### config.mk
export PLATFORM = sky130hd
export DESIGN_NAME = matrix_loader_flat
export DESIGN_NICKNAME = d
export VERILOG_FILES = /design/src/rtl/matrix_loader_if.sv /design/src/rtl/matrix_loader.sv /design/src/flat_wrapper.sv
export SDC_FILE = /design/constraint.sdc
export NUM_CORES = 1
export LEC_CHECK = 0
export CORE_ASPECT_RATIO = 2
export CORE_MARGIN = 5
export CORE_UTILIZATION = 35
export CTS_BUF_LIST = sky130_fd_sc_hd__clkbuf_4 sky130_fd_sc_hd__clkbuf_8 sky130_fd_sc_hd__clkbuf_16
export DETAILED_ROUTE_END_ITERATION = 10
export DONT_BUFFER_PORTS = 1
export MAX_ROUTING_LAYER = met4
export PLACE_DENSITY = 0.5
export SYNTH_ARGS = -nofsm -noshare
export SYNTH_HDL_FRONTEND = slang
export SYNTH_SLANG_ARGS = --single-unit
### constraint.sdc
create_clock -name clk -period 2.6 [get_ports clk]
set_input_delay 0.39 -clock clk [delete_from_list [all_inputs] [get_ports clk]]
set_output_delay 0.39 -clock clk [all_outputs]
set_load 0.1 [all_outputs]
### src/rtl/matrix_loader_if.sv
// Element-stream / matrix-bus bundle for matrix_loader.
// The slave modport is the loader; master is whoever feeds it and takes the matrix.
interface matrix_loader_if #(
  parameter int ELEM_W = 8,
  parameter int DIM    = 5
);
  logic [2:0]                  size;
  logic [ELEM_W-1:0]           in_data;
  logic                        in_valid;
  logic                        in_ready;
  logic [DIM*DIM*ELEM_W-1:0]   matrix_out;
  logic                        out_valid;
  logic                        out_ready;
  logic                        size_err;

  modport master (
    output size, in_data, in_valid, out_ready,
    input  in_ready, matrix_out, out_valid, size_err
  );

  modport slave (
    input  size, in_data, in_valid, out_ready,
    output in_ready, matrix_out, out_valid, size_err
  );
endinterface

### src/rtl/matrix_loader.sv
// Assembles a streamed NxN matrix (N<=DIM) into the zero-padded DIM x DIM operator bus.
// Define MATRIX_LOADER_COL_MAJOR_EN to interpret the stream column-major.
module matrix_loader #(
  parameter int ELEM_W = 8,
  parameter int DIM    = 5
) (
  input  logic            clk,
  input  logic            rst,
  matrix_loader_if.slave  bus
);
  localparam int CW = $clog2(DIM);
  localparam int NE = DIM * DIM;
  localparam int IW = $clog2(NE);

  typedef enum logic [1:0] {IDLE, LOAD, FULL} state_t;

  state_t                     state, state_nx;
  logic [2:0]                 n_q, n_nx;
  logic [CW-1:0]              fast_q, fast_nx, slow_q, slow_nx;
  logic [CW-1:0]              row, col;
  logic [IW-1:0]              idx;
  logic [NE-1:0][ELEM_W-1:0]  mat, mat_nx;
  logic                       rdy_q, vld_q, err_q, err_nx;
  logic                       accept, size_bad;
  logic [2:0]                 size_c;

  // The fast counter walks along a row (row-major) or down a column (column-major).
`ifdef MATRIX_LOADER_COL_MAJOR_EN
  assign row = fast_q;
  assign col = slow_q;
`else
  assign row = slow_q;
  assign col = fast_q;
`endif

  assign idx      = IW'(row) * IW'(DIM) + IW'(col);
  assign accept   = bus.in_valid & rdy_q;
  assign size_bad = (bus.size == 3'd0) || (bus.size > 3'(DIM));
  assign size_c   = size_bad ? 3'(DIM) : bus.size;

  always_comb begin
    state_nx = state;
    n_nx     = n_q;
    fast_nx  = fast_q;
    slow_nx  = slow_q;
    mat_nx   = mat;
    err_nx   = 1'b0;
    case (state)
      IDLE: begin
        if (accept) begin
          n_nx      = size_c;
          err_nx    = size_bad;
          mat_nx    = '0;
          mat_nx[0] = bus.in_data;
          fast_nx   = CW'(1);
          slow_nx   = '0;
          state_nx  = (size_c == 3'd1) ? FULL : LOAD;
        end
      end
      LOAD: begin
        if (accept) begin
          mat_nx[idx] = bus.in_data;
          if (fast_q == CW'(n_q - 3'd1)) begin
            fast_nx = '0;
            slow_nx = slow_q + CW'(1);
            if (slow_q == CW'(n_q - 3'd1)) state_nx = FULL;
          end else begin
            fast_nx = fast_q + CW'(1);
          end
        end
      end
      FULL: begin
        if (bus.out_ready) state_nx = IDLE;
      end
      default: state_nx = IDLE;
    endcase
  end

  // Handshake outputs are registered decodes of the next state, so out_ready
  // never reaches in_ready combinationally.
  always_ff @(posedge clk) begin
    if (rst) begin
      state  <= IDLE;
      n_q    <= '0;
      fast_q <= '0;
      slow_q <= '0;
      mat    <= '0;
      rdy_q  <= 1'b0;
      vld_q  <= 1'b0;
      err_q  <= 1'b0;
    end else begin
      state  <= state_nx;
      n_q    <= n_nx;
      fast_q <= fast_nx;
      slow_q <= slow_nx;
      mat    <= mat_nx;
      rdy_q  <= (state_nx != FULL);
      vld_q  <= (state_nx == FULL);
      err_q  <= err_nx;
    end
  end

  assign bus.in_ready   = rdy_q;
  assign bus.out_valid  = vld_q;
  assign bus.matrix_out = mat;
  assign bus.size_err   = err_q;
endmodule

### src/flat_wrapper.sv
// flat-port wrapper written by rule: the top's interface ports become plain ports
module matrix_loader_flat 
#(
  parameter int ELEM_W = 8,
  parameter int DIM    = 5
)
  (clk, rst, bus_size, bus_in_data, bus_in_valid, bus_out_ready, bus_in_ready, bus_matrix_out, bus_out_valid, bus_size_err);
  matrix_loader_if #(.ELEM_W(ELEM_W), .DIM(DIM)) bus_i ();
  input  logic clk;
  input  logic rst;
  input wire logic [$bits(bus_i.size)-1:0] bus_size;
  input wire logic [$bits(bus_i.in_data)-1:0] bus_in_data;
  input wire logic [$bits(bus_i.in_valid)-1:0] bus_in_valid;
  input wire logic [$bits(bus_i.out_ready)-1:0] bus_out_ready;
  output wire logic [$bits(bus_i.in_ready)-1:0] bus_in_ready;
  output wire logic [$bits(bus_i.matrix_out)-1:0] bus_matrix_out;
  output wire logic [$bits(bus_i.out_valid)-1:0] bus_out_valid;
  output wire logic [$bits(bus_i.size_err)-1:0] bus_size_err;
  assign bus_i.size = bus_size;
  assign bus_i.in_data = bus_in_data;
  assign bus_i.in_valid = bus_in_valid;
  assign bus_i.out_ready = bus_out_ready;
  assign bus_in_ready = bus_i.in_ready;
  assign bus_matrix_out = bus_i.matrix_out;
  assign bus_out_valid = bus_i.out_valid;
  assign bus_size_err = bus_i.size_err;
  matrix_loader #(.ELEM_W(ELEM_W), .DIM(DIM)) u_core (.clk(clk), .rst(rst), .bus(bus_i));
endmodule
==> results_dict.tcl, run 1 <==
set metrics [dict create \
    grt_pass1_wl_um 40400 \
    hold_path.class "in -> reg" \
    path_buf_inv 3 \
    grt_usage 0.197 \
    placed_area_um2 9980 \
    core_um2 23300 \
    routed_wl_um 26900 \
    fmax_mhz 396 \
    post_route_cells_drive_above_1_share 0.285 \
    fin_total_pwr_uw 6490 \
    antenna_cells 0 \
    p_comb_frac 0.044 \
    p_int_uw 4990 \
    cp.required_ps 2950 \
    power_frac_clock 0.434 \
    dominantRegCellSynth "dfxtp_1" \
    cp.arrival_ps 2880 \
    crit_fanout 8 \
    clock-skew-final_ps 4.83 \
    antenna_found_initial 0 \
    num-fill-cells 2200 \
    grt_remaining_overflow 0 \
    top_layer_used "met4" \
    async_flop_share 0 \
    p_leak_uw 0.00487 \
    die_h_um 228 \
    final_area_um2 10900 \
    power_switching_uw 1500 \
    drc 0 \
    dp_hpwl_um 19400 \
    drv_cap 0 \
    wl_met3_um 1840 \
    port_buffers 0 \
    synth_seq_area_share 0.517 \
    max_stage_delay_ps 560 \
    drtIter0Drc 216 \
    tns_ps 0 \
    postRouteAntennaNets 0 \
    gp_congestion 0.821 \
    slew_viol_final 0 \
    critical_path_class "reg -> reg" \
    fin_crit_sh 0.972 \
    ys_seq_elements 214 \
    netlist_area_um2 8280 \
    path_depth 9 \
    root_buffer "clkbuf_16" \
    synth_edf_count 0 \
    die_area_um2 27000 \
    setup_viol 0 \
    cts_tree "yes" \
    htree_levels 1 \
    dr_total_vias 6414 \
    route.met2.wl_um 15000 \
    peakVddDrop_mv 0.413 \
    ios 218 \
    setup.worst_path.start_class "flip-flop" \
    reg2reg_depth 9 \
    hold_path_depth 1 \
    dr.pass1.iters 4 \
    finalHoldViolations 0 \
    syn_avg_cell_area_um2 10.7 \
    yosysWarnings 0 \
    syn-num-nets 804 \
    rows 79 \
    die_w_um 119 \
    power_density_nw_per_um2 594 \
    synth_cells 777 \
    routedLengthMet1_um 9250 \
    swShare 0.232 \
    power_frac_seq 0.522 \
    clock_path_buffers 3 \
    yosys.cell_types.count 51 \
    first_global_vias 6740 \
    layout_common_cells "dfxtp_1 (213), buf_4 (173), nand2_1 (160), mux2i_1 (152), a32o_1 (24)" \
    worst_pin_slew_ps 1040 \
    final_common_cell "dfxtp_1" \
    relSlewSlack 0.305 \
    clk_latency_ps 500 \
    cts.clk_slew.worst_paths_ps 70 \
    period_needed_ps 2530 \
    rsz0062_at_grt "true" \
    start_util 0.355 \
    numCtsBuffers 20 \
    crit_path_cell_trace "buf_4, ha_1, ha_1, inv_2, or4_4, nor3_4, nand2_1, buf_4, mux2i_1" \
    area_growth_pct 32.0 \
    crit_slowest_cell "or4_4" \
    clock_sinks 214 \
    fin_nets 980 \
    end_kind "flip-flop" \
    cp_top_family "simple AND/OR/NAND/NOR gates" \
    grt_max_degree 99 \
    wl_per_cell_um 21.6 \
    post_drt_via_cell_ratio 5.15 \
    run_status "finished clean" \
]
worst register-to-register path: cells and delay by family, from the launching register on:
family,cells,cell delay (ps)
fa+ha+maj,2,520
simple gates,3,960
buf+inv,3,440
mux,1,130
flops,1,330
per-layer routing:
metal,GRT usage,vias to the layer above
met2,0.376,176
met3,0.0522,50
li1,-,3039
met5,-,-
met4,0.0700,0
met1,0.190,3149
Yosys cell counts (4+ instances only):
cell type	instances	share of area
and2_1	10	0.0076
ha_1	11	0.017
nand2_1	163	0.074
nor2_1	13	0.0059
nor3_4	8	0.016
nand3_1	12	0.0072
nand2_4	4	0.0054
mux2i_1	152	0.18
dfxtp_1	214	0.52
nand2b_1	19	0.014
a32o_1	24	0.029
buf_1	4	0.0018
clkbuf_1	27	0.012
nor2b_1	4	0.0030
inv_1	4	0.0018
o21ai_0	17	0.010
a22o_1	16	0.017
a21oi_1	9	0.0054
xor2_1	8	0.0085
buf_2	10	0.0060
area by class of cell:
cell class              count  area [um^2]  share of cell area
clock buffers              28          597              0.0546
multi-input cells         514         3960               0.362
flip-flops and latches    214         4290               0.392
well taps                 283          354              0.0324
repair buffers            198         1690               0.155
inverters                   5         18.8             0.00172
clock inverters             4         23.8             0.00217
state kept, by name, summed over array words and instances, names as in the netlist:
| name | count |
|---|---|
| u_core.col | 3 |
| u_core.state | 2 |
| u_core.row | 3 |
| u_core.bus.size_err | 1 |
| u_core.bus.in_ready | 1 |
| u_core.bus.matrix_out | 200 |
| u_core.bus.out_valid | 1 |
| u_core.n_q | 3 |
repair_timing:
action,4_1_cts,5_1_grt
endpoints found under the hold margin,18,0
hold buffers,7,0
setup buffers,8,1
endpoints found under the setup margin,188,75
pin swaps,9,3
gates cloned,1,0
gates resized for setup,16,8
worst paths after layout:
kind	start	endpoint	slack, ps
max reg2reg	u_core.row[0]$_SDFFE_PP0P_	u_core.bus.matrix_out[25]$_SDFFE_PP0P_	70
min	bus_in_data[0]	u_core.bus.matrix_out[96]$_SDFFE_PP0P_	20
min reg2reg	u_core.bus.matrix_out[185]$_SDFFE_PP0P_	u_core.bus.matrix_out[185]$_SDFFE_PP0P_	460
max	u_core.row[0]$_SDFFE_PP0P_	u_core.bus.matrix_out[25]$_SDFFE_PP0P_	70
per-stage QoR:
step	cells	utilization	hold WS (ps)	setup slack, ps
floorplan	777	-	450	14.2
global placement	1197	0.428	455	-165
detailed placement	1197	0.428	458	-159
CTS	1245	0.466	0.867	14.0
global route	1246	0.469	2.95	-8.91
finish	1246	0.469	22.4	72.4
power by group through the flow:
stage / Clock (uW) / Sequential [uW] / Combinational, uW
4_1_cts: 2900 / 3390 / 286
2_1_floorplan: 0 / 3460 / 172
5_1_grt: 3040 / 3390 / 305
3_5_place_dp: 0 / 3460 / 266
3_3_place_gp: 0 / 3460 / 259
6_report: 2820 / 3390 / 285
kinds of logic (layout without fill, tap and decap cells):
family | after synthesis | after routing | share of synthesized area
AND/OR/NAND/NOR | 261 | 262 | 0.161
adder cells (fa/ha/maj) | 12 | 12 | 0.0190
buffers and inverters | 50 | 235 | 0.0279
multiplexers | 152 | 152 | 0.184
flip-flops | 214 | 214 | 0.517
AO/OA/AOI/OAI | 76 | 76 | 0.0769
XOR/XNOR | 12 | 12 | 0.0143
Note: power is estimated with default switching activity, not from simulation.
==> run 2: changes to the inputs <==
==> constraint.sdc (replaced) <==
create_clock -name clk -period 2.6 [get_ports clk]
set_input_delay 0.39 -clock clk [delete_from_list [all_inputs] [get_ports clk]]
set_output_delay 0.39 -clock clk [all_outputs]
set_load 0.05 [all_outputs]
==> results_dict.tcl, run 2 (synthesis gave the netlist of run 1 again) <==
set metrics [dict create \
    run_status "finished clean" \
    cts.clk_slew.worst_paths_ps 70 \
    grt_pass1_wl_um 38600 \
    peakVddDrop_mv 0.456 \
    layout_common_cells "dfxtp_1 (212), nand2_1 (161), mux2i_1 (151), buf_4 (34), a32o_1 (24)" \
    hold_start "bus_in_data[7]" \
    critical_path_class "reg -> reg" \
    largest_reg_flops 200 \
    finalHoldViolations 0 \
    cp.required_ps 2970 \
    clock_path_buffers 3 \
    pre_cts_ws_ps -61.7 \
    post_drt_via_cell_ratio 5.26 \
    p_leak_uw 0.00418 \
    end_kind "flip-flop" \
    fin_crit_sh 0.966 \
    port_buffers 0 \
    grt_usage 0.190 \
    antenna_cells 0 \
    final_common_cell "dfxtp_1" \
    die_area_um2 27000 \
    area_growth_pct 21.5 \
    hold_path.class "in -> reg" \
    clk_latency_ps 510 \
    hold-path-endpoint "u_core.bus.matrix_out[71]$_SDFFE_PP0P_" \
    rows 79 \
    fmax_mhz 398 \
    reg2reg_depth 8 \
    hold_path_depth 1 \
    slew_viol_final 0 \
    max_stage_delay_ps 460 \
    r2r_end "u_core.bus.matrix_out[53]$_SDFFE_PP0P_" \
    numCtsBuffers 20 \
    wl_per_cell_um 23.2 \
    grt_max_degree 92 \
    path_buf_inv 1 \
    clock_sinks 214 \
    first_global_vias 6150 \
    setup_viol 0 \
    whs_ps 24.9 \
    dp_hpwl_um 18100 \
    power_density_nw_per_um2 683 \
    antenna_found_initial 0 \
    root_buffer "clkbuf_16" \
    cp.arrival_ps 2880 \
    cp_top_family "adder cells" \
    rrSetupSlack_ps 90 \
    finish.utilization 0.432 \
    start_util 0.355 \
    drv_cap 0 \
    post_route_cells_drive_above_1_share 0.169 \
    fin_total_pwr_uw 6880 \
    crit_fanout 8 \
    drtIter0Drc 283 \
    period_needed_ps 2510 \
    drc 0 \
    worst_slack_ps 89.7 \
    die_h_um 228 \
    ios 218 \
    rsz0062_at_grt "true" \
    fin_nets 842 \
    routed_wl_um 25700 \
    htree_levels 1 \
    clock-skew-final_ps 15.5 \
    dr.pass1.iters 4 \
    relSlewSlack 0.601 \
    worst_pin_slew_ps 597 \
    setup.worst_path.start_class "flip-flop" \
    gp_congestion 0.801 \
    postRouteAntennaNets 0 \
    crit_slowest_cell "fa_2" \
    grt_remaining_overflow 0 \
    core_um2 23300 \
    die_w_um 119 \
    crit_path_cell_trace "buf_4, ha_1, ha_4, fa_2, xnor2_4, and2_2, nand2_2, mux2i_1" \
    r2r-start "u_core.row[0]$_SDFFE_PP0P_" \
    cts_tree "yes" \
    dr_total_vias 5835 \
]
==> run 2: worst max-delay path by stage <==
stage                     depth (start not counted)  slack (ps)                                 endpoint                        from
after CTS                                        11         -10   u_core.bus.matrix_out[12]$_SDFFE_PP0P_  u_core.row[0]$_SDFFE_PP0P_
after global placement                           11         -70   u_core.bus.matrix_out[26]$_SDFFE_PP0P_  u_core.row[0]$_SDFFE_PP0P_
after floorplan                                  10          -3   u_core.bus.matrix_out[39]$_SDFFE_PP0P_  u_core.row[2]$_SDFFE_PP0P_
after global routing                              9         -10  u_core.bus.matrix_out[185]$_SDFFE_PP0P_  u_core.row[0]$_SDFFE_PP0P_
final                                             8          90   u_core.bus.matrix_out[53]$_SDFFE_PP0P_  u_core.row[0]$_SDFFE_PP0P_
after detailed placement                          9         -60  u_core.bus.matrix_out[105]$_SDFFE_PP0P_  u_core.row[0]$_SDFFE_PP0P_
==> run 2: metrics by stage <==
| stage | cell area [um^2] | instances | TNS (ps) |
|---|---|---|---|
| 2_1_floorplan | 8330 | 777 | -21.9 |
| 3_3_place_gp | 9070 | 1067 | -2330 |
| 3_5_place_dp | 9070 | 1067 | -1780 |
| 4_1_cts | 9930 | 1107 | -29.3 |
| 5_1_grt | 10100 | 1109 | -17.1 |
| 6_report | 10100 | 1109 | 0 |
==> run 2: worst register-to-register path: cells and delay by family (launching register included) <==
family                   cells  cell delay [ps]
buffers and inverters        1              150
XOR/XNOR                     1              320
flip-flops                   1              320
adder cells (fa/ha/maj)      3              850
AND/OR/NAND/NOR              2              560
multiplexers                 1              190
==> run 2: what timing repair did <==
action	4_1_cts	5_1_grt
gates resized for setup	11	19
hold buffers	7	1
buffers inserted	0	1
hold endpoints to repair	18	1
setup endpoints to repair	127	169
pin swaps	0	5
==> run 2: cell type report <==
cell class,instances,area [um^2]
multi-input cells,513,3990
well taps,283,354
clock inverters,6,133
fillers,2226,13300
repair buffers,61,698
flip-flops and latches,214,4290
clock buffers,27,589
inverters,5,18.8
==> run 2: where the power goes <==
group          internal (uW)  leakage [uW]  switching [uW]
registers               3290       0.00173            53.9
clock network           1980      0.000355            1270
logic                   96.1       0.00210             181
==> run 2: layer usage <==
metal / wire length (um) / up-vias / GRT usage
met3: 1990 / 40 / 0.0579
li1: - / 2770 / -
met4: 629 / 0 / 0.0625
met5: 0 / - / -
met2: 14200 / 184 / 0.359
met1: 8900 / 2841 / 0.182
==> run 3: changes to the inputs <==
- RECOVER_POWER: not set -> 100
==> results_dict.tcl, run 3 (synthesis gave the netlist of run 1 again) <==
set metrics [dict create \
    whs_ps 25.1 \
    layout_common_cells "dfxtp_1 (212), nand2_1 (161), mux2i_1 (151), buf_4 (33), a32o_1 (24)" \
    drc 0 \
    crit_path_cell_trace "buf_4, ha_1, ha_4, fa_2, xnor2_4, and2_2, nand2_2, mux2i_1" \
    area_growth_pct 21.4 \
    crit_slowest_cell "fa_2" \
    numCtsBuffers 20 \
    hold_path_depth 1 \
    dr.pass1.iters 4 \
    slew_viol_final 0 \
    p_leak_uw 0.00417 \
    clock-skew-final_ps 14.3 \
    grt_usage 0.190 \
    reg2reg_depth 8 \
    hold_path.class "in -> reg" \
    grt_pass1_wl_um 38600 \
    die_h_um 228 \
    setup_viol 0 \
    htree_levels 1 \
    clock_path_buffers 3 \
    power_density_nw_per_um2 684 \
    postRouteAntennaNets 0 \
    max_stage_delay_ps 460 \
    rsz0062_at_grt "true" \
    critical_path_class "reg -> reg" \
    gp_congestion 0.801 \
    dp_hpwl_um 18100 \
    setup.worst_path.start_class "flip-flop" \
    dpl.cell_count 1067 \
    dr_total_vias 5832 \
    clk_latency_ps 510 \
    cts_tree "yes" \
    fin_crit_sh 0.967 \
    fmax_mhz 398 \
    worst_pin_slew_ps 597 \
    relSlewSlack 0.601 \
    grt_remaining_overflow 0 \
    cp.required_ps 2970 \
    grt_max_degree 92 \
    drv_cap 0 \
    drtIter0Drc 285 \
    run_status "finished clean" \
    largest_reg_flops 200 \
    antenna_found_initial 0 \
    r2r-start "u_core.row[0]$_SDFFE_PP0P_" \
    post_drt_via_cell_ratio 5.26 \
    peakVddDrop_mv 0.456 \
    routed_wl_um 25700 \
    crit_fanout 8 \
    antenna_cells 0 \
    fin_nets 842 \
    num-fill-cells 2231 \
    ios 218 \
    root_buffer "clkbuf_16" \
    start_util 0.355 \
    hold_start "bus_in_data[7]" \
    rrSetupSlack_ps 90 \
    fin_cells 1109 \
    wl_per_cell_um 23.2 \
    port_buffers 0 \
    startpoint "u_core.row[0]$_SDFFE_PP0P_" \
    finalHoldViolations 0 \
    final_common_cell "dfxtp_1" \
    rows 79 \
    period_needed_ps 2510 \
    cts.clk_slew.worst_paths_ps 70 \
    r2r_end "u_core.bus.matrix_out[53]$_SDFFE_PP0P_" \
    end_kind "flip-flop" \
    hold-path-endpoint "u_core.bus.matrix_out[71]$_SDFFE_PP0P_" \
    clock_sinks 214 \
    cp.arrival_ps 2880 \
    post_route_cells_drive_above_1_share 0.166 \
    die_w_um 119 \
    die_area_um2 27000 \
    core_um2 23300 \
    first_global_vias 6150 \
]
## run 3: cell types whose count changed in the layout (fill, tap and decap cells not counted), sizes merged
cell / change
clkbuf: +1
buf: -1
## run 3: critical path: cells and delay by family (launching register included)
kind,cells,cell delay (ps)
and+or+nand+nor,2,550
adders and majority gates,3,850
xor gates and xnor gates,1,320
buffers and inverters,1,150
muxes,1,180
DFF,1,320
## run 3: layout make-up
| cell class | count | area, um^2 | area share |
|---|---|---|---|
| Clock inverter | 6 | 133 | 0.0132 |
| Inverter | 5 | 18.8 | 0.00187 |
| Clock buffer | 27 | 589 | 0.0586 |
| Timing Repair Buffer | 61 | 694 | 0.0690 |
| Tap cell | 283 | 354 | 0.0352 |
| Sequential cell | 214 | 4290 | 0.426 |
| Multi-Input combinational cell | 513 | 3980 | 0.396 |
## run 3: timing repair
item,CTS,global route
resized for setup,11,19
endpoints found under the setup margin,127,169
pin swaps,0,5
setup buffers,0,1
hold endpoints to repair,18,1
hold buffers,7,1
## run 3: power by group
part           switching [uW]  internal, uW  total [uW]
registers                53.6          3290        3350
logic                     181          94.7         275
clock network            1270          1980        3260
## run 3: worst max-delay path by stage
stage	slack, ps	depth (start not counted)	end
6_report	90	8	u_core.bus.matrix_out[53]$_SDFFE_PP0P_
5_1_grt	-10	9	u_core.bus.matrix_out[185]$_SDFFE_PP0P_
4_1_cts	-10	11	u_core.bus.matrix_out[12]$_SDFFE_PP0P_
3_5_place_dp	-60	9	u_core.bus.matrix_out[105]$_SDFFE_PP0P_
3_3_place_gp	-70	11	u_core.bus.matrix_out[26]$_SDFFE_PP0P_
2_1_floorplan	-3	10	u_core.bus.matrix_out[39]$_SDFFE_PP0P_
## run 3: layer usage
layer,GRT usage,routed length (um),share of wire,vias up
met3,0.0579,1990,0.077,40
li1,-,-,-,2771
met4,0.0625,629,0.024,0
met5,-,0,0,-
met1,0.182,8890,0.35,2839
met2,0.359,14200,0.55,182
## run 3: through the flow
stage / worst slack, ps / power (uW) / TNS (ps) / util / cell area (um^2)
2_1_floorplan: -2.74 / 3590 / -21.9 / - / 8330
3_3_place_gp: -65.2 / 3670 / -2330 / 0.389 / 9070
3_5_place_dp: -61.7 / 3680 / -1780 / 0.389 / 9070
4_1_cts: -14.1 / 6950 / -29.3 / 0.426 / 9930
5_1_grt: -9.72 / 7120 / -17.1 / 0.431 / 10100
6_report: 86.7 / 6880 / 0 / 0.431 / 10100
